### src/rtl/freqmeter_channel.sv
`default_nettype none
// ============================================================================
// Module   : freqmeter_channel
// Brief    : Reciprocal frequency meter for one asynchronous input. Counts
//            reference cycles across N input rising edges and hands each
//            result to the readout side through a valid/ack pair.
// Revision : 1.0
// ============================================================================
module freqmeter_channel #(
    parameter int PERIOD_W    = 24,
    parameter int TIMER_W     = 32,
    parameter int SYNC_STAGES = 2
) (
    input  logic                clk_i,
    input  logic                rst_i,
    input  logic                f_in,
    input  logic                enable_i,
    input  logic [PERIOD_W-1:0] periods_i,
    output logic [TIMER_W-1:0]  ref_count_o,
    output logic [PERIOD_W-1:0] periods_o,
    output logic                valid_o,
    input  logic                ack_i,
    output logic                overrun_o,
    output logic                timeout_o,
    output logic                busy_o
);

    localparam logic [1:0] S_IDLE  = 2'd0;
    localparam logic [1:0] S_ARM   = 2'd1;
    localparam logic [1:0] S_COUNT = 2'd2;

    logic [1:0]             r_state;
    logic [SYNC_STAGES-1:0] r_sync;
    logic                   r_s_d;
    logic [TIMER_W-1:0]     r_cnt;
    logic [PERIOD_W-1:0]    r_rem;
    logic [PERIOD_W-1:0]    r_tgt;
    logic [TIMER_W-1:0]     r_ref_count;
    logic [PERIOD_W-1:0]    r_periods;
    logic                   r_valid;
    logic                   r_overrun;
    logic                   r_timeout;

    logic                   w_edge;
    logic                   w_cnt_sat;
    logic [PERIOD_W-1:0]    w_periods_eff;

    assign w_edge        = r_sync[SYNC_STAGES-1] & ~r_s_d;
    assign w_cnt_sat     = &r_cnt;
    assign w_periods_eff = (periods_i == '0) ? PERIOD_W'(1) : periods_i;

    always_ff @(posedge clk_i) begin
        if (rst_i) begin
            r_state     <= S_IDLE;
            r_sync      <= '0;
            r_s_d       <= 1'b0;
            r_cnt       <= '0;
            r_rem       <= '0;
            r_tgt       <= '0;
            r_ref_count <= '0;
            r_periods   <= '0;
            r_valid     <= 1'b0;
            r_overrun   <= 1'b0;
            r_timeout   <= 1'b0;
        end else begin
            r_sync <= {r_sync[SYNC_STAGES-2:0], f_in};
            r_s_d  <= r_sync[SYNC_STAGES-1];

            // A result published later in this block overrides the ack clear.
            if (ack_i && r_valid) begin
                r_valid   <= 1'b0;
                r_overrun <= 1'b0;
            end

            if (!enable_i) begin
                r_state <= S_IDLE;
            end else begin
                case (r_state)
                    S_IDLE: begin
                        r_state <= S_ARM;
                    end
                    S_ARM: begin
                        if (w_edge) begin
                            r_tgt   <= w_periods_eff;
                            r_rem   <= w_periods_eff;
                            r_cnt   <= TIMER_W'(1);
                            r_state <= S_COUNT;
                        end
                    end
                    S_COUNT: begin
                        if (w_edge && (r_rem == PERIOD_W'(1))) begin
                            // Closing edge doubles as the opening edge of the next window.
                            r_ref_count <= r_cnt;
                            r_periods   <= r_tgt;
                            r_timeout   <= 1'b0;
                            r_valid     <= 1'b1;
                            r_overrun   <= r_valid & ~ack_i;
                            r_cnt       <= TIMER_W'(1);
                            r_tgt       <= w_periods_eff;
                            r_rem       <= w_periods_eff;
                        end else if (w_cnt_sat) begin
                            r_ref_count <= '1;
                            r_periods   <= r_tgt;
                            r_timeout   <= 1'b1;
                            r_valid     <= 1'b1;
                            r_overrun   <= r_valid & ~ack_i;
                            r_state     <= S_ARM;
                        end else begin
                            r_cnt <= r_cnt + TIMER_W'(1);
                            if (w_edge) begin
                                r_rem <= r_rem - PERIOD_W'(1);
                            end
                        end
                    end
                    default: begin
                        r_state <= S_IDLE;
                    end
                endcase
            end
        end
    end

    assign ref_count_o = r_ref_count;
    assign periods_o   = r_periods;
    assign valid_o     = r_valid;
    assign overrun_o   = r_overrun;
    assign timeout_o   = r_timeout;
    assign busy_o      = (r_state == S_COUNT);

endmodule
`default_nettype wire
### config.mk
export PLATFORM = sky130hd
export DESIGN_NAME = freqmeter_channel
export DESIGN_NICKNAME = d
export VERILOG_FILES = /design/src/rtl/freqmeter_channel.sv
export SDC_FILE = /design/constraint.sdc
export NUM_CORES = 1
export LEC_CHECK = 0
export CAP_MARGIN = 40
export CORE_ASPECT_RATIO = 2
export CORE_MARGIN = 2
export CORE_UTILIZATION = 42
export CTS_BUF_LIST = sky130_fd_sc_hd__clkbuf_4
export CTS_CLUSTER_DIAMETER = 30
export DETAILED_ROUTE_END_ITERATION = 10
export GPL_TIMING_DRIVEN = 0
export PLACE_DENSITY = 0.65
export SLEW_MARGIN = 25
export SYNTH_ARGS = -nofsm -noshare
export SYNTH_HDL_FRONTEND = slang
export SYNTH_SLANG_ARGS = --single-unit
### constraint.sdc
create_clock -name clk_i -period 2.4 [get_ports clk_i]
set_input_delay 0.72 -clock clk_i [delete_from_list [all_inputs] [get_ports clk_i]]
set_output_delay 0.72 -clock clk_i [all_outputs]
set_load 0.05 [all_outputs]
==> flow_summary.ini <==
[sta]
rsz0062_at_grt = yes
worstMarginPinSlew_ns = 0.721
setup_viol = 0
fin_worst_skew_ns = 0.0204
finalMaxSlewViolations = 0
period_share_pct = 99.5
finalHoldViolCount = 0
fmax_ghz = 0.419
relSlewSlack_pct = 51.9
setup_tns_ns = 0
finalCriticalPeriod_ns = 2.39

[synth]
synth_top_area_cell = dfxtp_1
yosysTopAreaCellShare_pct = 44.2
synth_seq_cells = 144
syn_nets = 861
synth_warnings = 0
ys_async_sr_fraction_pct = 0
ys.flop_type = dfxtp_1
syn_avg_cell_area_um2 = 7.90
synthCells = 826
synthTopCellsByArea = dfxtp_1 44%, nand2_1 7.4%, a21oi_1 7.4%
synth_cell_types = 58
synthesis.area_mm2 = 0.00653
synth_edf_count = 0
synth_seq_area_share_pct = 44.2

[layout]
fill_cells = 1564
area_growth_pct = 24.1
fin_util_pct = 53.2
regArea_mm2 = 0.00290
drive_above_1_share_pct = 13.3
multi_input_area_mm2 = 0.00350
final_nets = 973

[detailed_routing]
vias = 6321
drc = 0
vias_per_cell = 5.51
antenna_left = 0
drtIter0Drc = 324
routed_wirelength_um = 19900
drtPass1Iterations = 5
wl_per_cell_um = 17.4

[cts]
cts-root-buf = clkbuf_4
clk_pin_slew_worst_paths_ns = 0.11
cts_num_sinks = 144
htree_levels = 4
insertion_delay_ns = 0.58
cts_max_path_buffers = 2
cts_tree = built
cts_buffers = 17

[critical_path]
critical-path-top-delay-family = buffers and inverters
cp.required_ns = 1.68
crit_buf_inv = 2
cp_slowest_cell = dfxtp_1
crit_arrival_ns = 1.67
worstPathCellList = inv_1, ha_1, clkbuf_4
cp-start-kind = flip-flop
critPathKind = flip-flop to output port
slowest_delay_ns = 0.36
rrSetupSlack_ns = 0.02
cp_max_fo = 5
cp-end-kind = output port

[die]
die_h_um = 180
start_util_pct = 42.9
io_pins = 89
core_mm2 = 0.0152
die-area_mm2 = 0.0166
die_w_um = 92.1
num_rows = 64

[global_routing]
grt_max_degree = 17
antenna_found_initial = 1
first_global_vias = 6290
grt_overflow = 0
grt_pass1_wl_um = 32000
grtUsageTotal_pct = 24.7

[pwr]
power_density_mw_per_mm2 = 538
leakage_nw = 3.12
ir_drop_mv = 0.413
power_mw = 4.36

[flow_run]
max_cap_viol_count = 0

[place]
dp_hpwl_um = 14800
gp_congestion = 0.937
port_buffers = 86

[outcome]
outcome = completed

[hold_path]
hold_class = flip-flop to flip-flop
[state kept, by name, summed over array words and instances (netlist names)]
register,cells
r_cnt,32
ref_count_o,32
periods_o,24
r_rem,24
r_tgt,24
r_state,2
r_sync,2
overrun_o,1
r_s_d,1
timeout_o,1
valid_o,1
[cell families (layout without fill, tap and decap cells)]
family / Yosys count / in the layout / synth area share [%]
and+or+nand+nor: 389 / 389 / 27.9
AOI/OAI and AO/OA: 197 / 197 / 19.2
DFF: 144 / 144 / 44.2
buffers and inverters: 69 / 192 / 4.62
xor gates and xnor gates: 18 / 18 / 2.42
adders and majority gates: 6 / 6 / 1.15
muxes: 3 / 3 / 0.499
other: 0 / 1 / 0
[metal layers]
metal / global-route usage, % / up-vias / part of all wire (%)
li1: - / 3105 / -
met1: 23.1 / 2935 / 35
met2: 47.7 / 209 / 54
met3: 4.18 / 72 / 3.9
met4: 15.4 / 0 / 6.4
met5: 0 / - / 0
[synthesized netlist by cell type (all sizes together), types with 13 or more instances]
library cell  number
dfxtp            144
nand2            129
nor2             116
a21oi             96
nor3              46
o21ai             45
clkbuf            30
buf               26
nand3             23
nor4              17
nand4             14
inv               13
[worst reg2reg max path, cell delays in order (launching register included)]
cell,delay [ns]
dfxtp_1,0.40
inv_1,0.08
ha_1,0.32
clkbuf_1,0.27
a21oi_1,0.34
a21boi_2,0.27
buf_4,0.23
o21ai_1,0.11
a221oi_2,0.29
[path summary, 6_finish.rpt]
| path | end | start | depth (start not counted) |
|---|---|---|---|
| worst max-delay path | busy_o | r_state[0] | 3 |
| worst max register to register | r_rem[11] | r_state[0] | 8 |
| worst min register to register | periods_o[14] | periods_o[14] | 2 |
| worst min-delay path | periods_o[14] | periods_o[14] | 2 |
[metrics by stage]
| step | hold slack [ns] | setup slack, ns | instances | cell area, um2 |
|---|---|---|---|---|
| finish | 0.452 | 0.0118 | 1148 | 8100 |
| global route | 0.469 | -0.0527 | 1148 | 8100 |
| CTS | 0.451 | -0.00517 | 1148 | 7980 |
| detailed placement | 0.424 | -0.822 | 1111 | 7640 |
| global placement | 0.424 | -0.872 | 1110 | 7630 |
| floorplan | 0.414 | 0.177 | 826 | 6530 |
[layout make-up]
type	instances	share of cell area, %
inverter	13	0.603
multi-input combinational	613	43.2
timing repair buffer	97	10.7
clock buffer	17	1.58
antenna	1	0.0309
buffer	52	3.43
sequential	144	35.9
tap	198	3.06
clock inverter	13	1.53
[where the power goes]
group | leakage [nW] | internal, mW | switching [mW]
clock | 0.145 | 0.591 | 0.901
combinational | 1.81 | 0.152 | 0.264
sequential | 1.17 | 2.42 | 0.0324
total | 3.12 | 3.16 | 1.20
[cells in the final DEF, fill, tap and decap left out, types with 9 or more instances in the layout]
master             n
nor2_1           114
o21ai_0           35
clkdlybuf4s50_1   26
nand4_1           13
xor2_1            12
nand2_1          129
clkbuf_2           9
dfxtp_2           11
nor3_1            44
buf_4             17
clkbuf_1          18
dlygate4sd2_1     59
buf_2              9
dfxtp_1          131
a21o_1            11
and2_1             9
inv_1             13
a21oi_1           96
nand3_1           21
clkbuf_4          24
[what timing repair did]
| item | CTS | global route |
|---|---|---|
| hold buffers | 0 | 0 |
| setup buffers | 8 | 2 |
| gates resized for setup | 92 | 47 |
| endpoints found under the setup margin | 196 | 134 |
| cloned | 0 | 0 |
| pin swaps | 6 | 8 |
Note: power is estimated with default switching activity, not from simulation.
